===== src/rtl/seg_scan_ctrl_pkg.sv =====
// Shared types, defaults and the select-polarity helper for the 7-segment scan controller.
package seg_pkg;

    typedef enum logic {
        ST_BLANK = 1'b0,
        ST_SHOW  = 1'b1
    } seg_state_t;

    localparam int SEG_DIV_DEF   = 50000;
    localparam int SEG_BLANK_DEF = 100;
    localparam int SEG_MAX_DIG   = 8;

    // Maps an active-high one-hot pattern onto the physical select polarity.
    function automatic logic [SEG_MAX_DIG-1:0] sel_drive(input logic [SEG_MAX_DIG-1:0] onehot,
                                                         input logic                   act_low);
        return act_low ? ~onehot : onehot;
    endfunction

endpackage


===== src/rtl/seg_scan_ctrl_if.sv =====
// Load/data side and display side of the scan controller; the bench drives master, the DUT is slave.
interface seg_scan_ctrl_if #(
    parameter int NUM_DIG = 8
);
    logic                   en;
    logic                   load;
    logic [4*NUM_DIG-1:0]   data;
    logic [NUM_DIG-1:0]     dig_mask;
    logic [NUM_DIG-1:0]     dp_mask;
    logic [3:0]             hex_out;
    logic [NUM_DIG-1:0]     dig_sel;
    logic                   dp;
    logic                   frame_done;
    logic                   load_pending;

    modport master (
        output en, load, data, dig_mask, dp_mask,
        input  hex_out, dig_sel, dp, frame_done, load_pending
    );

    modport slave (
        input  en, load, data, dig_mask, dp_mask,
        output hex_out, dig_sel, dp, frame_done, load_pending
    );
endinterface


===== src/rtl/seg_scan_ctrl_slot_timer.sv =====
// Slot counter and digit index; both are held at zero while scanning is disabled.
module seg_slot_timer #(
    parameter int NUM_DIG = 8,
    parameter int DIV     = 50000,
    parameter int CNT_W   = $clog2(DIV),
    parameter int IDX_W   = (NUM_DIG > 1) ? $clog2(NUM_DIG) : 1
) (
    input  logic             clk,
    input  logic             rst_n,
    input  logic             en,
    output logic [CNT_W-1:0] cnt,
    output logic [IDX_W-1:0] idx,
    output logic             slot_start,
    output logic             frame_end
);
    localparam logic [CNT_W-1:0] CNT_LAST = CNT_W'(DIV - 1);
    localparam logic [IDX_W-1:0] IDX_LAST = IDX_W'(NUM_DIG - 1);

    logic [CNT_W-1:0] r_cnt;
    logic [IDX_W-1:0] r_idx;

    always_ff @(posedge clk or negedge rst_n) begin
        if (!rst_n) begin
            r_cnt <= '0;
            r_idx <= '0;
        end else if (!en) begin
            r_cnt <= '0;
            r_idx <= '0;
        end else if (r_cnt == CNT_LAST) begin
            r_cnt <= '0;
            r_idx <= (r_idx == IDX_LAST) ? '0 : r_idx + 1'b1;
        end else begin
            r_cnt <= r_cnt + 1'b1;
        end
    end

    assign cnt        = r_cnt;
    assign idx        = r_idx;
    assign slot_start = en && (r_cnt == '0);
    assign frame_end  = en && (r_cnt == CNT_LAST) && (r_idx == IDX_LAST);

endmodule


===== src/rtl/seg_scan_ctrl.sv =====
// Time-multiplexed 7-segment scan controller with a shadow/active buffer pair that
// swaps only at frame boundaries (or immediately while scanning is disabled).
module seg_scan_ctrl
    import seg_pkg::*;
#(
    parameter int NUM_DIG     = 8,
    parameter int DIV         = SEG_DIV_DEF,
    parameter int BLANK       = SEG_BLANK_DEF,
    parameter int SEL_ACT_LOW = 1
) (
    input logic             clk,
    input logic             rst_n,
    seg_scan_ctrl_if.slave  bus
);
    localparam int CNT_W = $clog2(DIV);
    localparam int IDX_W = (NUM_DIG > 1) ? $clog2(NUM_DIG) : 1;
    localparam int DW    = 4 * NUM_DIG;
    localparam logic [NUM_DIG-1:0] SEL_IDLE = (SEL_ACT_LOW != 0) ? '1 : '0;

    generate
        if (NUM_DIG < 1 || NUM_DIG > SEG_MAX_DIG) begin : g_bad_num_dig
            $error("seg_scan_ctrl: NUM_DIG must be in 1..8");
        end
        if (DIV < 2) begin : g_bad_div
            $error("seg_scan_ctrl: DIV must be at least 2");
        end
        if (BLANK < 0 || BLANK >= DIV) begin : g_bad_blank
            $error("seg_scan_ctrl: BLANK must satisfy 0 <= BLANK < DIV");
        end
    endgenerate

    logic [CNT_W-1:0]       w_cnt;
    logic [IDX_W-1:0]       w_idx;
    logic                   w_slot_start;
    logic                   w_frame_end;

    seg_slot_timer #(
        .NUM_DIG (NUM_DIG),
        .DIV     (DIV),
        .CNT_W   (CNT_W),
        .IDX_W   (IDX_W)
    ) u_timer (
        .clk        (clk),
        .rst_n      (rst_n),
        .en         (bus.en),
        .cnt        (w_cnt),
        .idx        (w_idx),
        .slot_start (w_slot_start),
        .frame_end  (w_frame_end)
    );

    logic [DW-1:0]          r_sh_data,  r_act_data;
    logic [NUM_DIG-1:0]     r_sh_dig,   r_act_dig;
    logic [NUM_DIG-1:0]     r_sh_dp,    r_act_dp;
    logic                   r_pending;
    logic [3:0]             r_hex;
    logic [NUM_DIG-1:0]     r_sel;
    logic                   r_dp;
    logic                   r_frame_done;

    seg_state_t             w_state;
    logic                   w_lit;
    logic                   w_commit;
    logic [SEG_MAX_DIG-1:0] w_onehot;
    logic [SEG_MAX_DIG-1:0] w_sel_drv;

    assign w_state   = (int'(w_cnt) < BLANK) ? ST_BLANK : ST_SHOW;
    assign w_lit     = (w_state == ST_SHOW) && r_act_dig[w_idx];
    assign w_onehot  = w_lit ? (SEG_MAX_DIG'(1) << w_idx) : '0;
    assign w_sel_drv = sel_drive(w_onehot, SEL_ACT_LOW != 0);
    // While disabled there is no frame boundary to wait for, so a pending shadow commits at once.
    assign w_commit  = r_pending && (bus.en ? w_frame_end : 1'b1);

    always_ff @(posedge clk or negedge rst_n) begin
        if (!rst_n) begin
            r_sh_data    <= '0;
            r_sh_dig     <= '0;
            r_sh_dp      <= '0;
            r_act_data   <= '0;
            r_act_dig    <= '0;
            r_act_dp     <= '0;
            r_pending    <= 1'b0;
            r_frame_done <= 1'b0;
            r_hex        <= '0;
            r_sel        <= SEL_IDLE;
            r_dp         <= 1'b0;
        end else begin
            if (bus.load) begin
                r_sh_data <= bus.data;
                r_sh_dig  <= bus.dig_mask;
                r_sh_dp   <= bus.dp_mask;
            end
            if (w_commit) begin
                r_act_data <= r_sh_data;
                r_act_dig  <= r_sh_dig;
                r_act_dp   <= r_sh_dp;
            end
            // A load landing on the commit cycle keeps the new shadow pending for the next frame.
            if (bus.load) begin
                r_pending <= 1'b1;
            end else if (w_commit) begin
                r_pending <= 1'b0;
            end
            r_frame_done <= w_commit;

            if (!bus.en) begin
                r_sel <= SEL_IDLE;
                r_dp  <= 1'b0;
            end else begin
                if (w_slot_start) begin
                    r_hex <= r_act_data[{w_idx, 2'b00} +: 4];
                end
                r_sel <= w_sel_drv[NUM_DIG-1:0];
                r_dp  <= w_lit && r_act_dp[w_idx];
            end
        end
    end

    assign bus.hex_out      = r_hex;
    assign bus.dig_sel      = r_sel;
    assign bus.dp           = r_dp;
    assign bus.frame_done   = r_frame_done;
    assign bus.load_pending = r_pending;

endmodule


===== src/flat_wrapper.sv =====
// flat-port wrapper written by rule: the top's interface ports become plain ports
module seg_scan_ctrl_flat import seg_pkg::*;
#(
    parameter int NUM_DIG     = 8,
    parameter int DIV         = SEG_DIV_DEF,
    parameter int BLANK       = SEG_BLANK_DEF,
    parameter int SEL_ACT_LOW = 1
)
  (clk, rst_n, bus_en, bus_load, bus_data, bus_dig_mask, bus_dp_mask, bus_hex_out, bus_dig_sel, bus_dp, bus_frame_done, bus_load_pending);
  seg_scan_ctrl_if #(.NUM_DIG(NUM_DIG)) bus_i ();
  input logic clk;
  input logic rst_n;
  input wire logic [$bits(bus_i.en)-1:0] bus_en;
  input wire logic [$bits(bus_i.load)-1:0] bus_load;
  input wire logic [$bits(bus_i.data)-1:0] bus_data;
  input wire logic [$bits(bus_i.dig_mask)-1:0] bus_dig_mask;
  input wire logic [$bits(bus_i.dp_mask)-1:0] bus_dp_mask;
  output wire logic [$bits(bus_i.hex_out)-1:0] bus_hex_out;
  output wire logic [$bits(bus_i.dig_sel)-1:0] bus_dig_sel;
  output wire logic [$bits(bus_i.dp)-1:0] bus_dp;
  output wire logic [$bits(bus_i.frame_done)-1:0] bus_frame_done;
  output wire logic [$bits(bus_i.load_pending)-1:0] bus_load_pending;
  assign bus_i.en = bus_en;
  assign bus_i.load = bus_load;
  assign bus_i.data = bus_data;
  assign bus_i.dig_mask = bus_dig_mask;
  assign bus_i.dp_mask = bus_dp_mask;
  assign bus_hex_out = bus_i.hex_out;
  assign bus_dig_sel = bus_i.dig_sel;
  assign bus_dp = bus_i.dp;
  assign bus_frame_done = bus_i.frame_done;
  assign bus_load_pending = bus_i.load_pending;
  seg_scan_ctrl #(.NUM_DIG(NUM_DIG), .DIV(DIV), .BLANK(BLANK), .SEL_ACT_LOW(SEL_ACT_LOW)) u_core (.clk(clk), .rst_n(rst_n), .bus(bus_i));
endmodule

===== config.mk =====
export PLATFORM = sky130hd
export DESIGN_NAME = seg_scan_ctrl_flat
export DESIGN_NICKNAME = d
export VERILOG_FILES = /design/src/rtl/seg_scan_ctrl_pkg.sv /design/src/rtl/seg_scan_ctrl_if.sv /design/src/rtl/seg_scan_ctrl_slot_timer.sv /design/src/rtl/seg_scan_ctrl.sv /design/src/flat_wrapper.sv
export SDC_FILE = /design/constraint.sdc
export NUM_CORES = 1
export LEC_CHECK = 0
export CAP_MARGIN = 10
export CELL_PAD_IN_SITES_DETAIL_PLACEMENT = 1
export CELL_PAD_IN_SITES_GLOBAL_PLACEMENT = 1
export CORE_ASPECT_RATIO = 0.75
export CORE_MARGIN = 2
export CORE_UTILIZATION = 40
export DETAILED_ROUTE_END_ITERATION = 10
export HOLD_SLACK_MARGIN = 0.12
export PLACE_DENSITY_LB_ADDON = 0.1
export SLEW_MARGIN = 20
export SYNTH_ARGS = -nofsm -noshare
export SYNTH_HDL_FRONTEND = slang
export SYNTH_SLANG_ARGS = --single-unit
export TNS_END_PERCENT = 5

===== constraint.sdc =====
create_clock -name clk -period 4.4 [get_ports clk]
set_input_delay 0.88 -clock clk [delete_from_list [all_inputs] [get_ports clk]]
set_output_delay 0.88 -clock clk [all_outputs]
set_load 0.005 [all_outputs]

==> results of run 1 <==
## registers in the layout, indices dropped and copies added, names as in the netlist
register	cells
u_core.u_timer.idx	3
u_core.bus.load_pending	1
u_core.r_act_data	32
u_core.r_act_dp	8
u_core.u_timer.cnt	16
u_core.bus.frame_done	1
u_core.r_act_dig	8
u_core.r_sh_data	32
u_core.r_sh_dp	8
u_core.r_sh_dig	8
u_core.bus.hex_out	4
u_core.bus.dp	1
u_core.bus.dig_sel	8
## through the flow
stage	power, mW	area, um2
final	3.17	7020
after global routing	3.33	7020
after CTS	3.22	7020
after detailed placement	1.81	6420
after global placement	1.79	6420
after floorplan	1.64	5600
## kinds of logic after synthesis
logic type               count (synthesis)  share of synthesized area (%)
adder cells (fa/ha/maj)                  8                           1.79
buffers and inverters                   30                           2.37
multiplexers                           116                           26.3
flip-flops                             130                           58.3
AO/OA/AOI/OAI                           11                           1.48
XOR/XNOR                                12                           1.88
AND/OR/NAND/NOR                         84                           7.93
## metal layers
layer  GRT usage [%]  vias to the layer above
li1                -                     1531
met2            26.2                       70
met3            5.23                       16
met5               0                        -
met4            7.29                        0
met1            23.1                     1701
## worst register-to-register path: stages, from the launching register on
cell and delay, ps:
dfrtp_1 700, ha_1 400, ha_1 280, a41oi_4 180, buf_4 370, mux2_2 400
## power groups by stage
stage	logic, mW	registers [mW]	clock network, mW
2_1_floorplan	0.227	1.42	0
4_1_cts	0.362	1.43	1.42
5_1_grt	0.388	1.45	1.48
6_report	0.353	1.43	1.38
3_5_place_dp	0.359	1.45	0
3_3_place_gp	0.348	1.45	0
## how the worst max path moves through the flow
stage                                       from                           endpoint  slack [ps]  cells past startpoint
2_1_floorplan   u_core.u_timer.cnt[13]$_DFF_PN0_  u_core.r_act_data[24]$_DFFE_PN0P_        2270                      6
3_3_place_gp                              bus_en  u_core.r_act_data[21]$_DFFE_PN0P_        1600                      5
3_5_place_dp                              bus_en   u_core.r_act_data[6]$_DFFE_PN0P_        1570                      5
4_1_cts        u_core.u_timer.idx[0]$_DFFE_PN0P_   u_core.r_act_data[9]$_DFFE_PN0P_        1880                      5
5_1_grt        u_core.u_timer.idx[0]$_DFFE_PN0P_     u_core.r_act_dp[0]$_DFFE_PN0P_        1750                      5
6_report       u_core.u_timer.idx[0]$_DFFE_PN0P_    u_core.r_act_dig[4]$_DFFE_PN0P_        1960                      5
## cells in the final DEF, fill, tap and decap left out, types with 9 or more instances in the layout
cell / n
nand2_1: 23
dfrtp_1: 122
clkdlybuf4s50_1: 64
mux4_2: 12
nand3_1: 12
mux2_4: 9
inv_1: 9
mux2_2: 91
nor2_1: 20
clkbuf_16: 17
## area by class of cell
| cell class | count | area (um2) | share of cell area [%] |
|---|---|---|---|
| flip-flops and latches | 130 | 3260 | 46.5 |
| multi-input cells | 231 | 2210 | 31.5 |
| repair buffers | 69 | 691 | 9.84 |
| clock buffers | 24 | 522 | 7.43 |
| well taps | 175 | 219 | 3.12 |
| clock inverters | 8 | 73.8 | 1.05 |
| inverters | 10 | 37.5 | 0.535 |
==> impl_metrics.toml, run 1 <==
[timing]
clock_skew_ps = 5.96
tightest_slew_ps = 895
holdWs_ps = 500
final-hold-violation-count = 0
fin_ws_ps = 1960
final.setup.tns_ps = 0
rsz0062_at_grt = "no"
max_freq_ghz = 0.410
finalSetupViolations = 0
slew_headroom_pct = 40.3
finalMaxSlewViolations = 0
period_needed_ps = 2440
finalCritPeriodShare_pct = 55.5

[cts]
post-cts-setup-buffers = 0
tritoncts = "built"
cts_root_buffer = "clkbuf_16"
clkSinkCount = 130
numCtsBuffers = 17
post_cts_resize_count = 0
clockBufferDepth = 2
clk_latency_ps = 420
clkTransAtPathRegs_ps = 60
h-tree-depth = 4
cts_hold_buffers = 0

[route]
drc_errors = 0
met1_length_mm = 5.47
drt-total-wl_mm = 11.4
firstDrtPassIters = 4
wl_met3_um = 456
highest_layer = "met4"
wl_met2_mm = 5.29
drt_iter0_drc = 136
routedWlPerCell_um = 17.6
drtAntennaViolNets = 0
dr_total_vias = 3318
avgViaCountPerCell = 5.13

[critical_path]
slowest_stage = "dfrtp_1"
reg2regPathDepth = 5
startpoint_type = "flip-flop"
cpPeakStageDelay_ps = 700
cp.required_ps = 4700
r2r_start = "u_core.u_timer.idx[0]$_DFFE_PN0P_"
endpoint_kind = "flip-flop"
r2r_slack_ps = 1960
path_delay_family = "flip-flops"
crit_chain = "ha_1 -> ha_1 -> a41oi_4 -> buf_4 -> mux2_2"
crit_type = "flip-flop to flip-flop"
arrival_ps = 2740
crit_fanout = 24
cp_common_cell = "ha_1"
worst-path-buf-inv = 1
reg2reg_to = "u_core.r_act_dig[4]$_DFFE_PN0P_"

[power]
power_frac_comb_pct = 11.1
swShare_pct = 22.3
cellLeakagePower_nw = 2.95
power_frac_clock_pct = 43.7
p_switching_mw = 0.707
cell_internal_pwr_mw = 2.46
p_seq_share_pct = 45.2
power_density_nw_per_um2 = 451
ir_worst_vdd_v = 0.000289

[placed_design]
dpl.hpwl_mm = 7.42
pre_cts_slack_ps = 1570
portBuffers = 66
gp_congestion = 0.764
placed_cells = 615

[synthesis]
yosys-top-cells-count = "dfrtp_1, mux2_2, nand2_1, nor2_1"
synth-seq-cells = 130
ys_top_cells_by_area = "dfrtp_1, mux2_2, mux4_2, dfstp_2, mux2_4"
synth_area_per_cell_um2 = 14.3
synth_cells = 391
ys_types = 42
yosysMostFrequentCell = "dfrtp_1"
yosys.area.top_type_share_pct = 54.5
synth_top_cell_by_area = "dfrtp_1"
yosysWarnings = 0
synth-edff-count = 0
syn_nets = 451
ys_seq_area_share_pct = 58.3
synthFlopType = "dfrtp_1"
ys_async_sr_fraction_pct = 100
synth_area_um2 = 5600

[die]
io_pins = 67
placementRows = 37
core_area_um2 = 13700
fp.dieH_um = 106
fp.dieW_um = 141
start_util_pct = 40.9
dieArea_um2 = 15000

[global_route]
grt_use_total_pct = 17.2
grt_max_degree = 131
grt_pass1_vias = 3661
grt_first_pass_wirelength_mm = 19.5
gr-total-overflow = 0
antenna_found_initial = 0

[flow_run]
maxCapViolCount = 0

[layout]
layout.nets = 519
diodes = 0
drive_gt1_share_pct = 34.3
fill_cells = 1352
postLayoutCoreUtil_pct = 51.2
area_delta_synth_final_pct = 25.4
stdcell_count = 647

[hold_path]
whs_path_depth = 1
hold_class = "flip-flop to flip-flop"
hold_path_startpoint = "u_core.r_sh_data[30]$_DFFE_PN0P_"
hold_path_end = "u_core.r_act_data[30]$_DFFE_PN0P_"

[outcome]
outcome = "finished, final reports clean"
No activity file was read; power rests on OpenSTA's default activity.
==> inputs of run 2 (changes only) <==
==> constraint.sdc (replaced) <==
create_clock -name clk -period 2.1 [get_ports clk]
set_input_delay 0.42 -clock clk [delete_from_list [all_inputs] [get_ports clk]]
set_output_delay 0.42 -clock clk [all_outputs]
set_load 0.005 [all_outputs]
==> impl_metrics.toml, run 2 (synthesis results as in run 1) <==
[global_route]
grt_use_total_pct = 18.4
grt_first_pass_wirelength_mm = 20.9
gr-total-overflow = 0
grt_pass1_vias = 3986
grt_max_degree = 51
antenna_found_initial = 0

[layout]
final_common_cell = "dfrtp_1"
drive_gt1_share_pct = 38.2
final_cell_area_um2 = 7370
final_cell_mix = "dfrtp_1, mux2_2, clkdlybuf4s50_1, buf_4, nand2_1"
layout.nets = 549
postLayoutCoreUtil_pct = 53.8
fill_cells = 1300
diodes = 0
area_delta_synth_final_pct = 31.7

[critical_path]
startpoint_type = "flip-flop"
arrival_ps = 2450
r2r_start = "u_core.u_timer.cnt[13]$_DFF_PN0_"
cp.required_ps = 2400
endpoint_kind = "flip-flop"
crit_type = "flip-flop to flip-flop"
reg2reg_to = "u_core.r_act_dig[1]$_DFFE_PN0P_"
reg2regPathDepth = 5
startpoint = "u_core.u_timer.cnt[13]$_DFF_PN0_"
r2r_slack_ps = -50
cp-endpoint = "u_core.r_act_dig[1]$_DFFE_PN0P_"
crit_fanout = 11

[die]
fp.dieW_um = 141
io_pins = 67
dieArea_um2 = 15000
core_area_um2 = 13700
fp.dieH_um = 106
placementRows = 37
start_util_pct = 40.9

[hold_path]
hold_class = "flip-flop to flip-flop"

[timing]
finalCritPeriodShare_pct = 102
final-hold-violation-count = 0
clock_skew_ps = 7.80
rsz0062_at_grt = "yes"
period_needed_ps = 2150
tightest_slew_ps = 572
finalSetupViolations = 40
fin_ws_ps = -46.6
holdWs_ps = 501
slew_headroom_pct = 61.9
max_freq_ghz = 0.466
finalMaxSlewViolations = 0

[cts]
clockBufferDepth = 2
clk_latency_ps = 420
clkTransAtPathRegs_ps = 60
tritoncts = "built"
h-tree-depth = 4
numCtsBuffers = 17
post-cts-setup-buffers = 0
clkSinkCount = 130
cts_root_buffer = "clkbuf_16"

[route]
routedWlPerCell_um = 18.5
avgViaCountPerCell = 5.16
drc_errors = 0
drtAntennaViolNets = 0
firstDrtPassIters = 4
drt-total-wl_mm = 12.5
drt_iter0_drc = 176
dr_total_vias = 3493

[placed_design]
gp_congestion = 0.744
pre_cts_slack_ps = -56.6
post_dp_cell_area_um2 = 6690
dpl.hpwl_mm = 8.47
portBuffers = 66

[power]
ir_worst_vdd_v = 0.000543
cellLeakagePower_nw = 3.15
power_density_nw_per_um2 = 959

[outcome]
outcome = "complete, but fails checks"
violations = "setup timing"

[flow_run]
maxCapViolCount = 0
## run 2: power breakdown
part | internal, mW | leakage [nW] | switching (mW)
combinational | 0.528 | 1.28 | 0.269
sequential | 2.82 | 1.56 | 0.185
clock | 2.13 | 0.317 | 1.14
## run 2: worst max-delay path, cell delays in order (launching register included)
cell,delay (ps)
dfrtp_1,370
or4_4,570
nor4b_4,320
a41oi_4,210
buf_4,240
mux2_4,300
## run 2: how the worst min path moves through the flow
stage	startpoint	endpoint	slack, ps	cells past startpoint
after floorplan	rst_n	u_core.bus.dp$_DFF_PN0_	120	0
after global placement	rst_n	u_core.r_sh_data[28]$_DFFE_PN0P_	450	1
after detailed placement	rst_n	u_core.bus.frame_done$_DFF_PN0_	460	1
after CTS	u_core.r_act_dig[4]$_DFFE_PN0P_	u_core.r_act_dig[4]$_DFFE_PN0P_	500	1
after global routing	u_core.r_sh_data[10]$_DFFE_PN0P_	u_core.r_sh_data[10]$_DFFE_PN0P_	520	1
final	u_core.r_act_data[9]$_DFFE_PN0P_	u_core.r_act_data[9]$_DFFE_PN0P_	500	1
## run 2: per-layer routing
metal	GRT usage (%)	part of all wire, %
met1	24.2	47
met2	30.2	49
met3	4.28	3.4
met4	6.21	0.99
met5	0	0
## run 2: final cells by class
cell class / count / area (um2) / share of cell area (%)
Clock buffer: 18 / 429 / 5.82
Inverter: 10 / 37.5 / 0.509
Timing Repair Buffer: 99 / 970 / 13.1
Sequential cell: 130 / 3260 / 44.2
Multi-Input combinational cell: 231 / 2230 / 30.2
Tap cell: 175 / 219 / 2.97
Clock inverter: 14 / 226 / 3.07
## run 2: what timing repair did
item                                    CTS  global route
hold endpoints to repair                 36             0
endpoints found under the setup margin   48            77
hold buffers                              1             0
resized for setup                         1             4
## run 2: stage by stage
step | cells | setup TNS [ps] | total power [mW]
final | 677 | -784 | 7.07
after global routing | 677 | -6010 | 7.37
after CTS | 677 | -1570 | 7.17
after detailed placement | 644 | -1160 | 3.84
after global placement | 644 | -117 | 3.79
after floorplan | 391 | 0 | 3.44
